### src/rtl/hazard_ctrl_if.sv
// Decode-side control bundle between the pipeline datapath (master) and the
// hazard/sequencing controller (slave).
interface hazard_ctrl_if #(
    parameter int CNT_W = 32
);
    logic             id_valid;
    logic [4:0]       id_rs1;
    logic [4:0]       id_rs2;
    logic             id_use_rs1;
    logic             id_use_rs2;
    logic [4:0]       id_rd;
    logic             id_wb_en;
    logic [1:0]       id_wb_sel;
    logic             ex_redirect;
    logic             mem_busy;

    logic             stall_if;
    logic             stall_id;
    logic             stall_ex;
    logic             stall_mem;
    logic             flush_id;
    logic             bubble_ex;
    logic             bubble_wb;
    logic [1:0]       fwd_a_sel;
    logic [1:0]       fwd_b_sel;
    logic             mem_timeout_err;
    logic [CNT_W-1:0] stall_cnt;

    modport master (
        output id_valid, id_rs1, id_rs2, id_use_rs1, id_use_rs2,
               id_rd, id_wb_en, id_wb_sel, ex_redirect, mem_busy,
        input  stall_if, stall_id, stall_ex, stall_mem, flush_id,
               bubble_ex, bubble_wb, fwd_a_sel, fwd_b_sel,
               mem_timeout_err, stall_cnt
    );

    modport slave (
        input  id_valid, id_rs1, id_rs2, id_use_rs1, id_use_rs2,
               id_rd, id_wb_en, id_wb_sel, ex_redirect, mem_busy,
        output stall_if, stall_id, stall_ex, stall_mem, flush_id,
               bubble_ex, bubble_wb, fwd_a_sel, fwd_b_sel,
               mem_timeout_err, stall_cnt
    );
endinterface

### src/rtl/hazard_ctrl.sv
// Hazard and sequencing controller for the 5-stage RV32I pipeline: load-use
// stalls, EX redirects, operand forwarding, data-memory freezes and timeout.
module hazard_ctrl #(
    parameter int MEM_TIMEOUT = 256,
    parameter int CNT_W       = 32
) (
    input  logic         clk,
    input  logic         rst_n,
    hazard_ctrl_if.slave bus
);

    localparam int WAIT_W = (MEM_TIMEOUT > 1) ? $clog2(MEM_TIMEOUT) : 1;

    typedef enum logic [1:0] {
        RUN      = 2'd0,
        MEM_WAIT = 2'd1,
        ERROR    = 2'd2
    } state_t;

    typedef struct packed {
        logic       valid;
        logic [4:0] rd;
        logic       wb_en;
        logic       is_load;
        logic [4:0] rs1;
        logic [4:0] rs2;
        logic       use_rs1;
        logic       use_rs2;
    } ex_entry_t;

    typedef struct packed {
        logic       valid;
        logic [4:0] rd;
        logic       wb_en;
        logic       is_load;
    } mem_entry_t;

    // A load in WB forwards like any other result, so its type is not kept.
    typedef struct packed {
        logic       valid;
        logic [4:0] rd;
        logic       wb_en;
    } wb_entry_t;

    state_t             state_reg;
    logic [WAIT_W-1:0]  wait_cnt_reg;
    logic [CNT_W-1:0]   stall_cnt_reg;
    ex_entry_t          ex_q;
    mem_entry_t         mem_q;
    wb_entry_t          wb_q;

    function automatic logic dest_hit(input logic       valid,
                                      input logic       wb_en,
                                      input logic [4:0] rd,
                                      input logic [4:0] r);
        return valid && wb_en && (rd == r) && (r != 5'd0);
    endfunction

    logic in_error;
    logic freeze;
    logic active;
    logic hold_all;
    logic load_use;
    logic redirect;
    logic stall_id_w;
    logic accept_id;

    assign in_error = (state_reg == ERROR);
    assign freeze   = rst_n && !in_error && bus.mem_busy;
    assign active   = rst_n && !in_error && !bus.mem_busy;
    assign hold_all = freeze || in_error;

    logic [1:0][4:0] id_src;
    logic [1:0]      id_use;
    logic [1:0]      id_load_hit;
    logic [1:0][4:0] ex_src;
    logic [1:0]      ex_use;
    logic [1:0]      mem_fwd;
    logic [1:0]      wb_fwd;
    logic [1:0]      mem_load_hit;
    logic [1:0][1:0] fwd_sel;

    assign id_src = {bus.id_rs2, bus.id_rs1};
    assign id_use = {bus.id_use_rs2, bus.id_use_rs1};
    assign ex_src = {ex_q.rs2, ex_q.rs1};
    assign ex_use = {ex_q.use_rs2, ex_q.use_rs1};

    generate
        for (genvar gi = 0; gi < 2; gi++) begin : g_operand
            assign id_load_hit[gi] = id_use[gi] && ex_q.is_load &&
                                     dest_hit(ex_q.valid, ex_q.wb_en, ex_q.rd, id_src[gi]);

            // A load still in MEM has no data yet; the load-use stall keeps
            // its consumer out of EX until the load reaches WB.
            assign mem_load_hit[gi] = ex_q.valid && ex_use[gi] && mem_q.is_load &&
                                      dest_hit(mem_q.valid, mem_q.wb_en, mem_q.rd, ex_src[gi]);
            assign mem_fwd[gi]      = ex_q.valid && ex_use[gi] && !mem_q.is_load &&
                                      dest_hit(mem_q.valid, mem_q.wb_en, mem_q.rd, ex_src[gi]);
            assign wb_fwd[gi]       = ex_q.valid && ex_use[gi] &&
                                      dest_hit(wb_q.valid, wb_q.wb_en, wb_q.rd, ex_src[gi]);

            assign fwd_sel[gi] = mem_fwd[gi] ? 2'b01 :
                                 wb_fwd[gi]  ? 2'b10 : 2'b00;
        end
    endgenerate

    assign load_use   = active && bus.id_valid && (|id_load_hit);
    assign redirect   = active && bus.ex_redirect;
    // Redirect wins over load-use so the PC is free to take the target.
    assign stall_id_w = hold_all || (load_use && !redirect);
    assign accept_id  = bus.id_valid && !stall_id_w && !redirect;

    assign bus.stall_if        = stall_id_w;
    assign bus.stall_id        = stall_id_w;
    assign bus.stall_ex        = hold_all;
    assign bus.stall_mem       = hold_all;
    assign bus.bubble_wb       = hold_all;
    assign bus.flush_id        = redirect;
    assign bus.bubble_ex       = redirect || load_use;
    assign bus.fwd_a_sel       = fwd_sel[0];
    assign bus.fwd_b_sel       = fwd_sel[1];
    assign bus.mem_timeout_err = in_error;
    assign bus.stall_cnt       = stall_cnt_reg;

    always_ff @(posedge clk or negedge rst_n) begin
        if (!rst_n) begin
            state_reg    <= RUN;
            wait_cnt_reg <= '0;
        end else begin
            case (state_reg)
                RUN, MEM_WAIT: begin
                    if (bus.mem_busy) begin
                        wait_cnt_reg <= wait_cnt_reg + WAIT_W'(1);
                        if (wait_cnt_reg == WAIT_W'(MEM_TIMEOUT - 1))
                            state_reg <= ERROR;
                        else
                            state_reg <= MEM_WAIT;
                    end else begin
                        wait_cnt_reg <= '0;
                        state_reg    <= RUN;
                    end
                end
                default: state_reg <= ERROR;
            endcase
        end
    end

    always_ff @(posedge clk or negedge rst_n) begin
        if (!rst_n) begin
            ex_q  <= '0;
            mem_q <= '0;
            wb_q  <= '0;
        end else if (active) begin
            wb_q.valid    <= mem_q.valid;
            wb_q.rd       <= mem_q.rd;
            wb_q.wb_en    <= mem_q.wb_en;
            mem_q.valid   <= ex_q.valid;
            mem_q.rd      <= ex_q.rd;
            mem_q.wb_en   <= ex_q.wb_en;
            mem_q.is_load <= ex_q.is_load;
            if (accept_id) begin
                ex_q.valid   <= 1'b1;
                ex_q.rd      <= bus.id_rd;
                ex_q.wb_en   <= bus.id_wb_en;
                ex_q.is_load <= (bus.id_wb_sel == 2'b01);
                ex_q.rs1     <= bus.id_rs1;
                ex_q.rs2     <= bus.id_rs2;
                ex_q.use_rs1 <= bus.id_use_rs1;
                ex_q.use_rs2 <= bus.id_use_rs2;
            end else begin
                ex_q <= '0;
            end
        end
    end

    always_ff @(posedge clk or negedge rst_n) begin
        if (!rst_n)
            stall_cnt_reg <= '0;
        else if (stall_id_w && (stall_cnt_reg != {CNT_W{1'b1}}))
            stall_cnt_reg <= stall_cnt_reg + CNT_W'(1);
    end

    a_no_mem_load_forward : assert property (
        @(posedge clk) disable iff (!rst_n) (mem_load_hit == 2'b00)
    );

endmodule

### src/flat_wrapper.sv
// flat-port wrapper written by rule: the top's interface ports become plain ports
module hazard_ctrl_flat 
#(
    parameter int MEM_TIMEOUT = 256,
    parameter int CNT_W       = 32
)
  (clk, rst_n, bus_id_valid, bus_id_rs1, bus_id_rs2, bus_id_use_rs1, bus_id_use_rs2, bus_id_rd, bus_id_wb_en, bus_id_wb_sel, bus_ex_redirect, bus_mem_busy, bus_stall_if, bus_stall_id, bus_stall_ex, bus_stall_mem, bus_flush_id, bus_bubble_ex, bus_bubble_wb, bus_fwd_a_sel, bus_fwd_b_sel, bus_mem_timeout_err, bus_stall_cnt);
  hazard_ctrl_if #(.CNT_W(CNT_W)) bus_i ();
  input  logic clk;
  input  logic rst_n;
  input wire logic [$bits(bus_i.id_valid)-1:0] bus_id_valid;
  input wire logic [$bits(bus_i.id_rs1)-1:0] bus_id_rs1;
  input wire logic [$bits(bus_i.id_rs2)-1:0] bus_id_rs2;
  input wire logic [$bits(bus_i.id_use_rs1)-1:0] bus_id_use_rs1;
  input wire logic [$bits(bus_i.id_use_rs2)-1:0] bus_id_use_rs2;
  input wire logic [$bits(bus_i.id_rd)-1:0] bus_id_rd;
  input wire logic [$bits(bus_i.id_wb_en)-1:0] bus_id_wb_en;
  input wire logic [$bits(bus_i.id_wb_sel)-1:0] bus_id_wb_sel;
  input wire logic [$bits(bus_i.ex_redirect)-1:0] bus_ex_redirect;
  input wire logic [$bits(bus_i.mem_busy)-1:0] bus_mem_busy;
  output wire logic [$bits(bus_i.stall_if)-1:0] bus_stall_if;
  output wire logic [$bits(bus_i.stall_id)-1:0] bus_stall_id;
  output wire logic [$bits(bus_i.stall_ex)-1:0] bus_stall_ex;
  output wire logic [$bits(bus_i.stall_mem)-1:0] bus_stall_mem;
  output wire logic [$bits(bus_i.flush_id)-1:0] bus_flush_id;
  output wire logic [$bits(bus_i.bubble_ex)-1:0] bus_bubble_ex;
  output wire logic [$bits(bus_i.bubble_wb)-1:0] bus_bubble_wb;
  output wire logic [$bits(bus_i.fwd_a_sel)-1:0] bus_fwd_a_sel;
  output wire logic [$bits(bus_i.fwd_b_sel)-1:0] bus_fwd_b_sel;
  output wire logic [$bits(bus_i.mem_timeout_err)-1:0] bus_mem_timeout_err;
  output wire logic [$bits(bus_i.stall_cnt)-1:0] bus_stall_cnt;
  assign bus_i.id_valid = bus_id_valid;
  assign bus_i.id_rs1 = bus_id_rs1;
  assign bus_i.id_rs2 = bus_id_rs2;
  assign bus_i.id_use_rs1 = bus_id_use_rs1;
  assign bus_i.id_use_rs2 = bus_id_use_rs2;
  assign bus_i.id_rd = bus_id_rd;
  assign bus_i.id_wb_en = bus_id_wb_en;
  assign bus_i.id_wb_sel = bus_id_wb_sel;
  assign bus_i.ex_redirect = bus_ex_redirect;
  assign bus_i.mem_busy = bus_mem_busy;
  assign bus_stall_if = bus_i.stall_if;
  assign bus_stall_id = bus_i.stall_id;
  assign bus_stall_ex = bus_i.stall_ex;
  assign bus_stall_mem = bus_i.stall_mem;
  assign bus_flush_id = bus_i.flush_id;
  assign bus_bubble_ex = bus_i.bubble_ex;
  assign bus_bubble_wb = bus_i.bubble_wb;
  assign bus_fwd_a_sel = bus_i.fwd_a_sel;
  assign bus_fwd_b_sel = bus_i.fwd_b_sel;
  assign bus_mem_timeout_err = bus_i.mem_timeout_err;
  assign bus_stall_cnt = bus_i.stall_cnt;
  hazard_ctrl #(.MEM_TIMEOUT(MEM_TIMEOUT), .CNT_W(CNT_W)) u_core (.clk(clk), .rst_n(rst_n), .bus(bus_i));
endmodule
### config.mk
export PLATFORM = sky130hd
export DESIGN_NAME = hazard_ctrl_flat
export DESIGN_NICKNAME = d
export VERILOG_FILES = /design/src/rtl/hazard_ctrl_if.sv /design/src/rtl/hazard_ctrl.sv /design/src/flat_wrapper.sv
export SDC_FILE = /design/constraint.sdc
export NUM_CORES = 1
export LEC_CHECK = 0
export CAP_MARGIN = 40
export CELL_PAD_IN_SITES_DETAIL_PLACEMENT = 0
export CELL_PAD_IN_SITES_GLOBAL_PLACEMENT = 1
export CORE_MARGIN = 4
export CORE_UTILIZATION = 40
export CTS_BUF_LIST = sky130_fd_sc_hd__clkbuf_8 sky130_fd_sc_hd__clkbuf_16
export CTS_CLUSTER_SIZE = 12
export DETAILED_ROUTE_END_ITERATION = 8
export PLACE_DENSITY = 0.83
export SYNTH_ARGS = -nofsm -noshare
export SYNTH_HDL_FRONTEND = slang
export SYNTH_SLANG_ARGS = --single-unit
### constraint.sdc
create_clock -name clk -period 5.2 [get_ports clk]
set_input_delay 1.3 -clock clk [delete_from_list [all_inputs] [get_ports clk]]
set_output_delay 1.3 -clock clk [all_outputs]
set_load 0.01 [all_outputs]
==> impl_results.rst, run 1 <==
.. list-table::
   :header-rows: 1

   * - Metric
     - Value
   * - Buffering stage count on the worst path with inverters included
     - 3
   * - Most used flip-flop cell after synthesis
     - dfrtp_1
   * - Number of nets in the layout
     - 449
   * - Clock buffer count from CTS
     - 9
   * - Via count
     - 2992
   * - Initial core utilization
     - 41.6%
   * - Cell accounting for the most synthesized area
     - dfrtp_1
   * - Share of async-settable or async-resettable flops after synthesis
     - 100%
   * - Relative slew slack
     - between 40% and 50%
   * - Area of the multi-input gates
     - about 0.0019 mm2
   * - Cell leakage power
     - 2.18 nW
   * - Overflow left after global routing
     - 0
   * - Shortest clock period the worst path allows after layout
     - 4.92 ns
   * - Clock transition time at the flip-flop clock pins of the worst setup and hold paths
     - about 0.080 ns
   * - Total number of H-tree levels
     - 3
   * - Netlist area before placement
     - approximately 0.0039 mm2
   * - Total wirelength of the detailed-routed design
     - slightly above 9000 um
   * - Gp weighted congestion
     - approximately 0.81
   * - CTS tree
     - done
   * - Number of post-CTS setup repair buffers
     - 0
   * - Unrepaired setup endpoints after global routing
     - no
   * - Ports placed on the boundary
     - around 70
   * - Area contributors post-synth
     - dfrtp_1, xor2_1, mux2_2
   * - Via count of the first global-routing pass
     - 3129
   * - Filler cell count
     - 868
   * - Crit-path max cell delay
     - roughly 0.53 ns
   * - Cell area power density
     - between 200 and 300 mW/mm2
   * - Remaining number of nets flagged by the antenna check after routing
     - 0
   * - Hold buffer count at CTS
     - 0
   * - Share of cells above drive strength 1
     - between 10% and 20%
   * - Count of antenna diodes in the layout
     - 0
   * - Peak VDD IR
     - between 200 and 250 uV
   * - Final setup fails
     - 0
   * - Period utilization
     - a little over nine tenths
   * - Post-synthesis cell count
     - about 350
   * - Post-synth EDFFs
     - 0
   * - Max frequency
     - about 0.20 GHz
   * - Clock network latency to the later pin of the worst-skew pair
     - 0.34 ns
   * - Number of maximum-capacitance violations
     - 0
   * - Number of nets in the synthesized netlist
     - about 380
   * - Post-synthesis average cell area
     - ~11 um2
   * - Critical Path, Cell by Cell
     - clkdlybuf4s50_1 -> nand2b_1 -> or4b_4 -> nor4_2 -> a211oi_4 -> inv_1 -> clkdlybuf4s50_1
   * - Top cells by instance count after synthesis
     - dfrtp_1, xor2_1, nand2_1, nor2_1, a22o_1
   * - Fin Setup TNS
     - 0 ns
   * - Outcome
     - finished, final reports clean
   * - Clock sink count
     - just under 80
   * - Number of flip-flops under the largest register name
     - 32
   * - Delay-heaviest family, CP
     - simple AND/OR/NAND/NOR gates
   * - CTS Buffer Depth
     - 2
   * - Library cell with the highest instance count after synthesis
     - dfrtp_1
   * - Seq/Total Area, Yosys
     - between 40 and 50%
   * - Tightest Hold Check Type
     - flip-flop to flip-flop
   * - WL/cell
     - about 17 um
   * - Number of synthesized register bits
     - 77
   * - Number of cell rows
     - 35
   * - Seq. cell area
     - roughly 0.0019 mm2
   * - Number of different library cells in the post-synthesis netlist
     - 39
   * - Setup CP Type
     - input pin to output pin
   * - Final Hold Viols
     - 0
   * - First-pass GRT wire length
     - approximately 15000 um
   * - Biggest fanout along the worst timing path
     - 2
   * - Core Box Area
     - ~0.0094 mm2
   * - Die width
     - about 110 um
   * - Master cell of the clock root buffer
     - clkbuf_8
   * - Required arrival time at the worst endpoint
     - between 3 and 4 ns
   * - Pin count of the biggest net entering global routing
     - 65
   * - Area fraction of the dominant cell type after synthesis
     - approximately half
   * - PostCTS Resize Cnt
     - 0
   * - Port buffer count
     - 68
   * - Post-placement cell area
     - 0.00471 mm2
   * - Post-Route Skew
     - ~0.016 ns
   * - Yosys warns
     - 0
   * - Worst path slowest cell
     - clkdlybuf4s50_1
   * - Post-route standard cell area excluding fillers
     - between 0.004 and 0.005 mm2
   * - Die ar.
     - 0.0114 mm2
   * - Detailed-routing iteration count for the pre-antenna-repair pass
     - 4
   * - Worst EP arrival
     - 3.62 ns
   * - Combined global-route utilization of all metal layers
     - ~17%
   * - Sort of element at the end of the critical path
     - output pin
   * - Category of the worst setup path launch point
     - input pin
   * - Vert. Die Dim
     - ~110 um
   * - Post-synthesis to final-layout area growth
     - 25.5%
   * - Final HPWL DP
     - 6520 um
   * - Detailed Route Iter0 Violations
     - around 130
   * - Number of pins with negative max-slew slack in the final report
     - 0
   * - Cell mode on critical path
     - clkdlybuf4s50_1
   * - Antenna violations before repair
     - 0
   * - Mean number of vias per cell
     - between 5 and 6
   * - Number of design rule violations left after detail routing
     - 0
   * - Slew at the pin with the worst max-slew slack
     - 0.849 ns
[metrics by stage]
stage | total power [mW] | instances | setup WS (ns) | util (%) | hold WS, ns
2_1_floorplan | 0.853 | 354 | 1.02 | - | 0.466
3_3_place_gp | 0.987 | 540 | 0.293 | 50.3 | 0.473
3_5_place_dp | 0.993 | 540 | 0.299 | 50.3 | 0.476
4_1_cts | 1.42 | 555 | 0.270 | 52.2 | 0.494
5_1_grt | 1.48 | 555 | 0.156 | 52.2 | 0.534
6_report | 1.41 | 555 | 0.282 | 52.2 | 0.488
[worst reg2reg max path, delay by kind of cell, from the launching register on]
kind / cells / cell delay [ns]
muxes: 1 / 0.34
and+or+nand+nor: 4 / 1.47
AOI/OAI and AO/OA: 1 / 0.12
buffers and inverters: 1 / 0.28
DFF: 1 / 0.54
[power by group]
group | total [mW] | switching, mW | internal, mW
Clock | 0.429 | 0.214 | 0.215
Combinational | 0.250 | 0.107 | 0.143
Sequential | 0.734 | 0.0782 | 0.656
Total | 1.41 | 0.399 | 1.01
[cell usage in the layout (no fill, tap or decap), types with 6 or more instances in the layout]
cell type,netlist,routed
buf_4,3,7
nand4_1,15,15
nand3_1,14,14
dfrtp_1,77,77
nor2_1,23,23
nor3_1,18,18
nor4_2,7,8
inv_1,5,6
xor2_1,41,41
a22o_1,21,21
clkbuf_8,0,9
xnor2_1,20,20
nand2_1,24,24
mux2_2,18,18
and3_1,8,8
clkdlybuf4s50_1,0,67
[layer usage]
metal / track usage, % / share of wire [%] / routed length [um]
met2: 26.4 / 47 / 4400
met1: 22.8 / 47 / 4340
met4: 5.11 / 1.2 / 110
met3: 4.46 / 4.5 / 416
met5: 0 / 0 / 0
[path summary, 6_finish.rpt]
check / from / to / slack (ns) / depth (start not counted)
worst max register to register: u_core.state_reg[1] / u_core.bus.stall_cnt[1] / 2.34 / 7
worst min register to register: u_core.bus.stall_cnt[15] / u_core.bus.stall_cnt[15] / 0.49 / 1
worst max-delay path: bus_ex_redirect / bus_stall_if / 0.28 / 7
worst min-delay path: u_core.bus.stall_cnt[15] / u_core.bus.stall_cnt[15] / 0.49 / 1
max in group asynchronous: rst_n / u_core.wb_q[5] / 3.34 / 2
min in group asynchronous: rst_n / u_core.mem_q[3] / 0.79 / 1
[cell families after synthesis]
group           Yosys count  synth area share [%]
compound gates           36                  7.42
xor+xnor                 61                  13.7
fa+ha+maj                 2                 0.642
buf+inv                  22                  2.73
flops                    77                  49.4
mux                      19                  5.49
simple gates            137                  20.6
[cell type report]
type | count | share of cell area [%]
clock inverters | 6 | 1.15
well taps | 129 | 3.30
inverters | 5 | 0.384
repair buffers | 74 | 14.8
multi-input cells | 255 | 38.4
clock buffers | 9 | 2.53
flip-flops and latches | 77 | 39.4
Power figures use the tool's default switching activity.
==> run 2, diff against run 1 <==
- clock period: 5.2 -> 6.1 ns (I/O delays scaled with it)
==> impl_results.rst, run 2 (synthesized netlist as in run 1, its figures left out) <==
.. list-table::
   :header-rows: 1

   * - Metric
     - Value
   * - Outcome
     - finished, final reports clean
   * - Worst-case reg-to-reg path depth
     - 7
   * - Worst r2r src
     - u_core.state_reg[1]
   * - Tightest Hold Check Type
     - flip-flop to flip-flop
   * - Remaining number of nets flagged by the antenna check after routing
     - 0
   * - Total wirelength of the detailed-routed design
     - 9160 um
   * - Overflow left after global routing
     - 0
   * - Antenna violations before repair
     - 0
   * - Unrepaired setup endpoints after global routing
     - no
   * - HP Start
     - u_core.bus.stall_cnt[15]
   * - Number of design rule violations left after detail routing
     - 0
   * - Number of maximum-capacitance violations
     - 0
   * - Via count
     - between 2000 and 3000
   * - Initial core utilization
     - roughly two fifths
   * - Share of cells above drive strength 1
     - 12.7%
   * - Detailed Route Iter0 Violations
     - 93
   * - Share of power burned in the clock network
     - between 20 and 30%
   * - Net Sw Frac
     - 29.6%
   * - Hold buffer count at CTS
     - 0
   * - Worst path slowest cell
     - or4b_4
   * - Final Hold Viols
     - 0
   * - Leading cell types in the layout, fill and taps excluded
     - dfrtp_1, clkdlybuf4s50_1, xor2_1
   * - Clock network latency to the later pin of the worst-skew pair
     - between 0.3 and 0.4 ns
   * - Post-synthesis to final-layout area growth
     - 25.0%
   * - Max frequency
     - 0.183 GHz
   * - Crit-path max cell delay
     - approximately 0.62 ns
   * - Most frequent standard cell in the layout excluding fill and tap cells
     - dfrtp_1
   * - Cell leakage power
     - between 2 and 2.5 nW
   * - Critical Path, Cell by Cell
     - clkdlybuf4s50_1 -> or4b_4 -> nor4_2 -> a211oi_4 -> inv_1 -> clkdlybuf4s50_1
   * - Detailed-routing iteration count for the pre-antenna-repair pass
     - 4
   * - Clock transition time at the flip-flop clock pins of the worst setup and hold paths
     - roughly 0.08 ns
   * - Number of pins with negative max-slew slack in the final report
     - 0
   * - Biggest fanout along the worst timing path
     - 10
   * - Post-layout power
     - 1.17 mW
   * - Combined global-route utilization of all metal layers
     - between 10% and 20%
   * - Net switching power
     - roughly 0.35 mW
   * - Worst EP arrival
     - 3.93 ns
   * - Cell area power density
     - 241 mW/mm2
   * - Number of nets in the layout
     - about 450
   * - Port buffer count
     - 68
   * - Peak VDD IR
     - ~150 uV
   * - CTS tree
     - done
   * - Cell internal power dissipation
     - 0.826 mW
   * - Vert. Die Dim
     - around 110 um
   * - Post-route standard cell area excluding fillers
     - 0.00487 mm2
   * - Post-placement cell area
     - between 0.004 and 0.005 mm2
   * - Final setup fails
     - 0
   * - Category of the worst setup path launch point
     - input pin
   * - Share of total power in combinational logic
     - around 18%
   * - Worst reg2reg path endpoint
     - u_core.bus.stall_cnt[28]
   * - Die ar.
     - about 0.011 mm2
   * - Ports placed on the boundary
     - 69
   * - Die width
     - roughly 110 um
   * - WL/cell
     - 16.5 um
   * - Count of antenna diodes in the layout
     - 0
   * - Final HPWL DP
     - between 6000 and 7000 um
   * - Fin Setup TNS
     - 0 ns
   * - Mean number of vias per cell
     - ~5.3
   * - Final core occ
     - 52.0%
   * - Required arrival time at the worst endpoint
     - 4.58 ns
   * - Shortest clock period the worst path allows after layout
     - about 5.5 ns
   * - Cell mode on critical path
     - clkdlybuf4s50_1
   * - Via count of the first global-routing pass
     - 3043
   * - Master cell of the clock root buffer
     - clkbuf_8
   * - Number of post-CTS setup repair buffers
     - 0
   * - Core Box Area
     - roughly 0.0094 mm2
   * - First-pass GRT wire length
     - around 16000 um
   * - Pin count of the biggest net entering global routing
     - 55
   * - Post-Route Skew
     - roughly 0.011 ns
   * - Sort of element at the end of the critical path
     - output pin
   * - R2r setup slk
     - approximately 3.2 ns
   * - Relative slew slack
     - 41.8%
   * - CTS Buffer Depth
     - 2
   * - Number of cell rows
     - 35
   * - Clock buffer count from CTS
     - 9
   * - Endpoint with the worst hold slack
     - u_core.bus.stall_cnt[15]
   * - Worst hold path depth
     - 1
   * - Setup CP Type
     - input pin to output pin
   * - Sequential Power Share
     - between 50% and 60%
   * - Gp weighted congestion
     - between 0.8 and 0.9
   * - Total number of H-tree levels
     - 3
   * - Clock sink count
     - 77
   * - Period utilization
     - ~90%
   * - Number of flip-flops under the largest register name
     - 32
   * - Slew at the pin with the worst max-slew slack
     - slightly below 0.9 ns
   * - PostCTS Resize Cnt
     - 0
## run 2: cell types whose count changed in the layout (fill, tap and decap cells not counted)
cell,delta
buf_4,-1
bufinv_16,-1
clkinv_2,-2
clkinv_4,+2
clkinvlp_4,+1
inv_1,+1
## run 2: cell type report
class,instances,area [um2]
Clock buffer,9,124
Clock inverter,7,45.0
Fill cell,908,4500
Inverter,5,18.8
Multi-Input combinational cell,255,1880
Sequential cell,77,1930
Tap cell,129,161
Timing Repair Buffer,73,716
## run 2: power by group through the flow
stage	sequential (mW)	combinational (mW)	clock, mW
6_report	0.624	0.213	0.337
5_1_grt	0.634	0.234	0.370
4_1_cts	0.623	0.217	0.347
3_5_place_dp	0.632	0.215	0
3_3_place_gp	0.631	0.211	0
2_1_floorplan	0.626	0.101	0
## run 2: critical path: cells and delay by family
family	cells	cell delay [ns]
simple gates	2	1.10
buf+inv	3	1.21
compound gates	1	0.11
## run 2: worst max path at each step
| stage | start | to | slack (ns) | depth (start not counted) |
|---|---|---|---|---|
| final | bus_mem_busy | bus_stall_id | 0.64 | 6 |
| after global routing | bus_mem_busy | bus_stall_if | 0.48 | 6 |
| after CTS | bus_mem_busy | bus_stall_id | 0.62 | 6 |
| after detailed placement | bus_mem_busy | bus_stall_id | 0.62 | 6 |
| after global placement | bus_mem_busy | bus_stall_if | 0.68 | 6 |
| after floorplan | bus_mem_busy | bus_stall_if | 1.47 | 7 |
## run 2: through the flow
step,hold WS (ns),std cells,setup slack (ns)
after global placement,0.475,539,0.676
final,0.493,555,0.640
after floorplan,0.466,354,1.47
after global routing,0.509,555,0.482
after detailed placement,0.477,539,0.620
after CTS,0.494,555,0.616
## run 2: routing by layer
layer	track usage [%]	vias up	share of wire, %	routed length [um]
met5	0	-	0	0
met4	4.38	0	1.1	99
met3	4.09	12	4.5	409
met2	26.3	63	47	4270
met1	23.7	1481	48	4380
li1	-	1411	-	-
==> run 3, diff against run 2 <==
- GPL_ROUTABILITY_DRIVEN: unset -> 1
==> results of run 3 <==
Same layout as run 2: the final DEF is identical, and so are final timing and power.
